### src/rtl/reorder_buffer.sv
// Circular reorder buffer: hands out ids at issue, captures ALU/LSB results,
// retires in order one per cycle and raises a flush on a retired mispredict.
module reorder_buffer #(
  parameter int ROB_BITS = 4
) (
  input  logic                clk,
  input  logic                rst,
  input  logic                rdy,
  input  logic                issue_valid,
  input  logic [1:0]          issue_type,
  input  logic [4:0]          issue_rd,
  input  logic [31:0]         issue_value,
  input  logic [31:0]         issue_pc,
  input  logic [31:0]         issue_target,
  input  logic                issue_pred_taken,
  output logic [ROB_BITS-1:0] rob_tail_id,
  output logic [ROB_BITS-1:0] rob_head_id,
  output logic                rob_full,
  input  logic                alu_ready,
  input  logic [ROB_BITS-1:0] alu_rob_id,
  input  logic [31:0]         alu_value,
  input  logic                lsb_ready,
  input  logic [ROB_BITS-1:0] lsb_rob_id,
  input  logic [31:0]         lsb_value,
  input  logic [ROB_BITS-1:0] q1_id,
  input  logic [ROB_BITS-1:0] q2_id,
  output logic                q1_ready,
  output logic                q2_ready,
  output logic [31:0]         q1_value,
  output logic [31:0]         q2_value,
  output logic                commit_reg_valid,
  output logic [4:0]          commit_rd,
  output logic [31:0]         commit_value,
  output logic [ROB_BITS-1:0] commit_rob_id,
  output logic                commit_store,
  output logic                flush,
  output logic [31:0]         flush_pc
);
  localparam int DEPTH = 1 << ROB_BITS;
  localparam logic [ROB_BITS:0] FULL_CNT = {1'b1, {ROB_BITS{1'b0}}};
  localparam logic [1:0] T_REG = 2'd0, T_STORE = 2'd1, T_BRANCH = 2'd2, T_REG_DONE = 2'd3;

  logic [DEPTH-1:0] busy, done, e_pred;
  logic [1:0]       e_type   [DEPTH];
  logic [4:0]       e_rd     [DEPTH];
  logic [31:0]      e_value  [DEPTH];
  logic [31:0]      e_pc     [DEPTH];
  logic [31:0]      e_target [DEPTH];

  logic [ROB_BITS-1:0] head, tail;
  logic [ROB_BITS:0]   count, count_next;
  logic issue_ok, alu_ok, lsb_ok, retire, head_taken, head_is_reg, mispredict;

  assign rob_head_id = head;
  assign rob_tail_id = tail;

  // Everything is frozen while the flush pulse is out; the buffer is empty then.
  assign issue_ok    = rdy && issue_valid && !flush && !rob_full;
  assign alu_ok      = rdy && alu_ready && !flush && busy[alu_rob_id];
  assign lsb_ok      = rdy && lsb_ready && !flush && busy[lsb_rob_id];
  assign retire      = rdy && !flush && busy[head] && done[head];
  assign head_taken  = e_value[head][0];
  assign head_is_reg = (e_type[head] == T_REG) || (e_type[head] == T_REG_DONE);
  assign mispredict  = retire && (e_type[head] == T_BRANCH) && (head_taken != e_pred[head]);

  always_comb begin
    count_next = count;
    if (issue_ok && !retire)      count_next = count + (ROB_BITS+1)'(1);
    else if (!issue_ok && retire) count_next = count - (ROB_BITS+1)'(1);
  end

  // Operand lookup: stored result first, then same-cycle bypass, ALU before LSB.
  logic [1:0][ROB_BITS-1:0] q_id;
  logic [1:0]               q_rdy;
  logic [1:0][31:0]         q_val;
  assign q_id = {q2_id, q1_id};

  always_comb begin
    q_rdy = '0;
    q_val = '0;
    for (int i = 0; i < 2; i++) begin
      if (done[q_id[i]]) begin
        q_rdy[i] = 1'b1; q_val[i] = e_value[q_id[i]];
      end else if (alu_ready && alu_rob_id == q_id[i]) begin
        q_rdy[i] = 1'b1; q_val[i] = alu_value;
      end else if (lsb_ready && lsb_rob_id == q_id[i]) begin
        q_rdy[i] = 1'b1; q_val[i] = lsb_value;
      end
    end
  end

  assign q1_ready = q_rdy[0];
  assign q2_ready = q_rdy[1];
  assign q1_value = q_val[0];
  assign q2_value = q_val[1];

  // Payload storage; validity is tracked by busy/done, so no reset needed.
  always_ff @(posedge clk) begin
    if (issue_ok) begin
      e_type[tail]   <= issue_type;
      e_rd[tail]     <= issue_rd;
      e_value[tail]  <= issue_value;
      e_pc[tail]     <= issue_pc;
      e_target[tail] <= issue_target;
      e_pred[tail]   <= issue_pred_taken;
    end
    if (lsb_ok) e_value[lsb_rob_id] <= lsb_value;
    if (alu_ok) e_value[alu_rob_id] <= alu_value;
  end

  always_ff @(posedge clk) begin
    if (rst) begin
      busy             <= '0;
      done             <= '0;
      head             <= '0;
      tail             <= '0;
      count            <= '0;
      rob_full         <= 1'b0;
      commit_reg_valid <= 1'b0;
      commit_rd        <= '0;
      commit_value     <= '0;
      commit_rob_id    <= '0;
      commit_store     <= 1'b0;
      flush            <= 1'b0;
      flush_pc         <= '0;
    end else if (rdy) begin
      commit_reg_valid <= retire && head_is_reg;
      commit_store     <= retire && (e_type[head] == T_STORE);
      flush            <= mispredict;
      if (retire && head_is_reg) begin
        commit_rd     <= e_rd[head];
        commit_value  <= e_value[head];
        commit_rob_id <= head;
      end
      if (mispredict) begin
        flush_pc <= head_taken ? e_target[head] : e_pc[head] + 32'd4;
        busy     <= '0;
        done     <= '0;
        head     <= '0;
        tail     <= '0;
        count    <= '0;
        rob_full <= 1'b0;
      end else begin
        if (issue_ok) begin
          busy[tail] <= 1'b1;
          done[tail] <= (issue_type == T_REG_DONE);
          tail       <= tail + ROB_BITS'(1);
        end
        if (lsb_ok) done[lsb_rob_id] <= 1'b1;
        if (alu_ok) done[alu_rob_id] <= 1'b1;
        if (retire) begin
          busy[head] <= 1'b0;
          head       <= head + ROB_BITS'(1);
        end
        count    <= count_next;
        rob_full <= (count_next == FULL_CNT);
      end
    end
  end
endmodule

### config.mk
export PLATFORM = sky130hd
export DESIGN_NAME = reorder_buffer
export DESIGN_NICKNAME = d
export VERILOG_FILES = /design/src/rtl/reorder_buffer.sv
export SDC_FILE = /design/constraint.sdc
export NUM_CORES = 2
export LEC_CHECK = 0
export ABC_CLOCK_PERIOD_IN_PS = 22000
export BUFFER_PORTS_ARGS = -buffer_cell sky130_fd_sc_hd__buf_4
export CORE_MARGIN = 1
export CORE_UTILIZATION = 60
export CTS_CLUSTER_SIZE = 16
export DETAILED_ROUTE_END_ITERATION = 10
export GPL_ROUTABILITY_DRIVEN = 1
export PLACE_DENSITY = 0.78
export SLEW_MARGIN = 20
export SYNTH_ARGS = -nofsm -noshare
export SYNTH_HDL_FRONTEND = slang
export SYNTH_SLANG_ARGS = --single-unit
export TNS_END_PERCENT = 1
### constraint.sdc
create_clock -name clk -period 22 [get_ports clk]
set_clock_uncertainty 0.1 [all_clocks]
set_input_delay 5.5 -clock clk [delete_from_list [all_inputs] [get_ports clk]]
set_output_delay 5.5 -clock clk [all_outputs]
set_load 0.05 [all_outputs]
=== Word-level counts from Yosys, hierarchy flattened ===
Memory sizes are Yosys's and may differ from the RTL's. A register that Yosys moved wholly into a read port is not among the register bits.
Cells that the tools add are included.
W data, S select, Z words.

* Order comparisons: 10
* Muxes and demuxes: 75
* Add/sub/neg operators: 5
* Reduce and logical (&&, ||, !) cells: 38
* Bitwise gates (word level): 5
* Equal/unequal tests: 10

{| class="wikitable"
|+ Operator list
! kind !! count
|-
| $mux W16 || 16
|-
| $mux W32 || 7
|-
| $mux W4 || 12
|-
| $or A16 B16 Y16 || 3
|-
| $add A32 B3 Y32 const B || 1
|-
| $bwmux W16 || 2
|-
| $lt A4 B5 Y1 const B || 6
|-
| $bmux W1 S4 || 7
|-
| $logic_and A1 B1 Y1 || 26
|-
| $mux W1 || 24
|-
| $and A16 B16 Y16 || 1
|-
| $demux W1 S4 || 4
|-
| $eq A4 B4 Y1 || 4
|-
| $ge A4 B1 Y1 const B || 4
|-
| $not A16 Y16 || 1
|-
| $mux W5 || 3
|-
| $add A4 B1 Y4 const B || 2
|-
| $reduce_and A2 Y1 || 4
|-
| $eq A2 B2 Y1 const B || 3
|-
| $add A5 B1 Y5 const B || 1
|-
| $eq A5 B5 Y1 const B || 1
|-
| $sub A5 B1 Y5 const B || 1
|-
| $logic_not A1 Y1 || 4
|-
| $reduce_bool A2 Y1 || 2
|-
| 4 further kinds || 4
|}

* Bits in registers: 133
* Output and inout port bits: 151
* Memories kept: 5
* Word-level logic and storage cells: 161
* RAM bits: 1,648

{| class="wikitable"
|+ Memories
! name !! depth !! width !! rd ports !! clocked after Yosys merged registers in !! wr ports !! line !! source
|-
| e_pc || 16 || 32 || 1 || 1 || 1 || 47 || <nowiki>logic [31:0] e_pc [DEPTH];</nowiki>
|-
| e_target || 16 || 32 || 1 || 1 || 1 || 48 || <nowiki>logic [31:0] e_target [DEPTH];</nowiki>
|-
| e_value || 16 || 32 || 3 || 1 || 3 || 46 || <nowiki>logic [31:0] e_value [DEPTH];</nowiki>
|-
| e_rd || 16 || 5 || 1 || 1 || 1 || 45 || <nowiki>logic [4:0] e_rd [DEPTH];</nowiki>
|-
| e_type || 16 || 2 || 1 || 1 || 1 || 44 || <nowiki>logic [1:0] e_type [DEPTH];</nowiki>
|}

=== Depth between registers and ports, before layout ===
* Depth in word-level cells: 17
* Gate-level depth with buffers: 18
* Mapped depth without buffers: 12

=== Worst setup path after synthesis ===
Ideal clock, no wire load.

* Path type: input to output
* From: input q1_id[0]
* To: output q1_value[10]
* Setup slack: 7.749 ns
* Stages: 7
* Data arrival time: 8.651 ns
* Path buffers: 3
* Cell sequence: clkbuf_1 > buf_1 > xor2_1 > nor4_1 > clkbuf_1 > a22oi_1 > o21ai_0

* Longest elaborated chain between the ends: 5

{| class="wikitable"
|+ RTL lines
! what !! line !! source
|-
| start: declaration || 25 || <nowiki>input logic [ROB_BITS-1:0] q1_id,</nowiki>
|-
| $eq A4 B4 Y1 || 86 || <nowiki>end else if (lsb_ready && lsb_rob_id == q_id[i]) begin</nowiki>
|-
| $logic_and A1 B1 Y1 || 86 ||
|-
| $mux W32 || 86 ||
|-
| $mux W32 || 84 || <nowiki>end else if (alu_ready && alu_rob_id == q_id[i]) begin</nowiki>
|-
| $mux W32 * || 82 || <nowiki>if (done[q_id[i]]) begin</nowiki>
|-
| end: declaration || 29 || <nowiki>output logic [31:0] q1_value,</nowiki>
|}

Every way passes the cells marked *; elsewhere a longest branch is shown, timed or not. The select of a mux whose other input is x is not followed.

=== Worst setup path after layout ===
* From: input q2_id[2]
* To: output q2_ready

* Longest elaborated chain between the ends: 5

{| class="wikitable"
|+ RTL lines
! what !! line !! source
|-
| start: declaration || 26 || <nowiki>input logic [ROB_BITS-1:0] q2_id,</nowiki>
|-
| $eq A4 B4 Y1 || 86 ||
|-
| $logic_and A1 B1 Y1 || 86 ||
|-
| $mux W1 || 86 ||
|-
| $mux W1 || 84 ||
|-
| $mux W1 * || 82 ||
|-
| end: declaration || 28 || <nowiki>output logic q2_ready,</nowiki>
|}

Marks and branches as above.

==> flow_metrics.tcl <==
set metrics [dict create \
    clock-sinks 1790 \
    die_w_um 388 \
    grt-ovfl-total 0 \
    ys_ff_latch 1790 \
    remaining_drc_errors 2 \
    crit_slowest_cell "mux4_4" \
    cp.arrival_ns 8.77 \
    htreeDepth 4 \
    drtAntennaViolNets 0 \
    avgSynthCellArea_um2 15.5 \
    cts_setup_buffers 0 \
    initial_core_util 0.605 \
    r2r_slack_ns 16.34 \
    reg2reg_to "flush_pc[24]$_SDFFE_PP0P_" \
    place_congestion 0.926 \
    end_kind "output port" \
    drive_above_1_share 0.269 \
    insertion_delay_ns 0.86 \
    drt_first_pass_iters 11 \
    grt_use_total 0.379 \
    num_vias 59341 \
    grt_pass1_wl_um 410000 \
    hold_buffers 0 \
    fmax_ghz 0.0696 \
    synth_edf_count 1664 \
    drtIter0Drc 9556 \
    holdWs_ns 0.353 \
    rsz0062_at_grt "false" \
    rows 141 \
    antenna_found_initial 35 \
    p_leak_uw 0.0350 \
    cts_tree "built" \
    ctsResizeCount 0 \
    worstRegToRegCells 11 \
    syn-num-nets 5991 \
    maxCapViolations 0 \
    wl_um 286000 \
    hp-class "reg -> reg" \
    period_needed_ns 14.37 \
    syn_to_final_growth_pct 10.7 \
    numPortBuffers 340 \
    io_pins 341 \
    cts_root_buf "clkbuf_16" \
    crit_chain "buf_4 -> buf_4 -> mux4_4 -> or3b_2 -> buf_4" \
    ys_async_sr_fraction 0 \
    ir_worst_vdd_mv 0.0975 \
    die_area_um2 151000 \
    syn-cell-area_um2 89600 \
    violations "DRC" \
    setup_viol 0 \
    final_max_slew_viol_count 0 \
    synth.distinct_cells 85 \
    grt_pass1_vias 59122 \
    worst-path-max-fanout 65 \
    worstMarginPinSlew_ns 1.26 \
    hpwl_um 151000 \
    die_h_um 388 \
    criticalPathCategory "in -> out" \
    dp_slack_ns 7.72 \
    path_buf_inv 3 \
    wl_per_cell_um 36.1 \
    yosys_warnings 0 \
    hold_depth 2 \
    crit_path_start_kind "primary input" \
    power_density_nw_per_um2 73.2 \
    finalHoldViolCount 0 \
    syn_inst 5788 \
    cpPeakStageDelay_ns 1.10 \
    numCtsBuffers 178 \
    critPathRequiredTime_ns 16.40 \
    period_share 0.653 \
    min_to "commit_value[26]$_SDFFE_PP0P_" \
    setup_ws_ns 7.63 \
    slew_headroom 0.160 \
    coreArea_um2 148000 \
    clock_path_buffers 3 \
    clk_pin_slew_ns 0.06 \
    grt_max_degree 155 \
    nets 6017 \
    viasPerCell 7.50 \
    hp-start "commit_value[26]$_SDFFE_PP0P_" \
    yosysSeqAreaShare 0.586 \
    final.setup.tns_ns 0 \
    crit_family "buffers and inverters" \
    path_common_cell "buf_4" \
    synth_ff_type "edfxtp_1" \
    status "finished, violations left" \
]
cells in the mapped netlist (all sizes together), types with 15 or more instances:
master	instances	share of area
buf	266	0.016
edfxtp	1664	0.56
nor3	21	0.0012
a21oi	587	0.033
xor2	23	0.0022
mux2i	572	0.064
dfxtp	126	0.028
o21ai	83	0.0046
mux4	822	0.21
o211ai	20	0.0017
inv	15	0.00063
xnor2	24	0.0023
a22oi	87	0.0073
nand2	276	0.012
nor2	606	0.025
o22ai	26	0.0018
nand3	26	0.0015
clkbuf	348	0.015
cells by family (layout without fill, tap and decap cells):
family | after synthesis | count (layout) | share of synthesized area
AOI/OAI and AO/OA | 890 | 890 | 0.0568
buffers and inverters | 632 | 810 | 0.0312
and+or+nand+nor | 1011 | 1011 | 0.0466
xor gates and xnor gates | 47 | 47 | 0.00459
muxes | 1403 | 1403 | 0.273
DFF | 1790 | 1790 | 0.586
other | 0 | 18 | 0
adders and majority gates | 15 | 15 | 0.00204
worst min-delay path, cell delays in order, from the launching register on:
cell and delay, ns:
dfxtp_1 0.31, nand2_1 0.05, a21oi_1 0.05
how the worst max path moves through the flow:
| stage | from | end | slack (ns) | cells after the start |
|---|---|---|---|---|
| 3_5_place_dp | q2_id[0] | q2_value[12] | 7.72 | 7 |
| 2_1_floorplan | q1_id[0] | q1_value[10] | 7.75 | 7 |
| 5_1_grt | q2_id[0] | q2_value[0] | 7.49 | 7 |
| 3_3_place_gp | q1_id[0] | q1_ready | 7.74 | 5 |
| 6_report | q2_id[2] | q2_ready | 7.63 | 5 |
| 4_1_cts | q2_id[0] | q2_value[12] | 7.68 | 7 |
cell type report:
cell class                 instances  area, um2
clock inverter                    96       1120
fill                            9513      48800
timing repair buffer             462       3540
multi-input combinational       3366      34700
inverter                          16       65.1
clock buffer                     236       4770
sequential                      1790      52500
antenna                           18       45.0
tap                             1930       2410
power breakdown:
group          switching (uW)  internal, uW
Combinational             262           163
Sequential               8.88          3730
Clock                    1390          1700
cell usage in the layout (no fill, tap or decap), types with 12 or more instances in the layout:
cell type / netlist / routed
a21oi_1: 587 / 587
a22oi_1: 86 / 86
a41o_1: 12 / 12
and3_1: 12 / 12
buf_4: 18 / 454
bufinv_16: 0 / 13
clkbuf_1: 345 / 49
clkbuf_16: 0 / 179
clkinv_1: 1 / 33
clkinv_2: 0 / 26
dfxtp_1: 126 / 120
diode_2: 0 / 18
edfxtp_1: 1664 / 1664
ha_1: 13 / 13
inv_1: 15 / 14
mux2i_1: 571 / 571
mux4_1: 28 / 28
mux4_2: 794 / 792
nand2_1: 275 / 250
nand2_2: 0 / 13
nand2_4: 1 / 13
nand3_1: 25 / 17
nor2_1: 606 / 592
nor2_4: 0 / 14
nor2b_1: 13 / 13
nor3_1: 21 / 16
o211ai_1: 19 / 19
o21ai_0: 81 / 81
o22ai_1: 26 / 26
xnor2_1: 24 / 24
xor2_1: 23 / 23
through the flow:
stage,instance area (um2),cells,utilization,total power (uW)
floorplan,89600,5788,-,4080
global placement,93200,7562,0.630,4210
detailed placement,93200,7563,0.630,4220
CTS,99100,7895,0.670,7250
global route,99200,7911,0.670,7400
finish,99200,7914,0.670,7260
sequential cells by signal (all words and copies together) (netlist names), named ones only:
signal	cells
e_value	512
flush	1
count	5
e_pc	512
commit_reg_valid	1
commit_rd	5
rob_tail_id	4
commit_rob_id	4
e_target	512
commit_store	1
flush_pc	32
e_type	32
rob_head_id	4
e_pred	16
rob_full	1
done	16
busy	16
commit_value	32
e_rd	80
metal layers:
layer | GRT usage | vias up | part of all wire
li1 | - | 23128 | -
met1 | 0.495 | 29436 | 0.33
met2 | 0.562 | 5559 | 0.45
met3 | 0.132 | 1184 | 0.16
met4 | 0.203 | 34 | 0.062
met5 | 0 | - | 0.00073
Power figures use the tool's default switching activity.
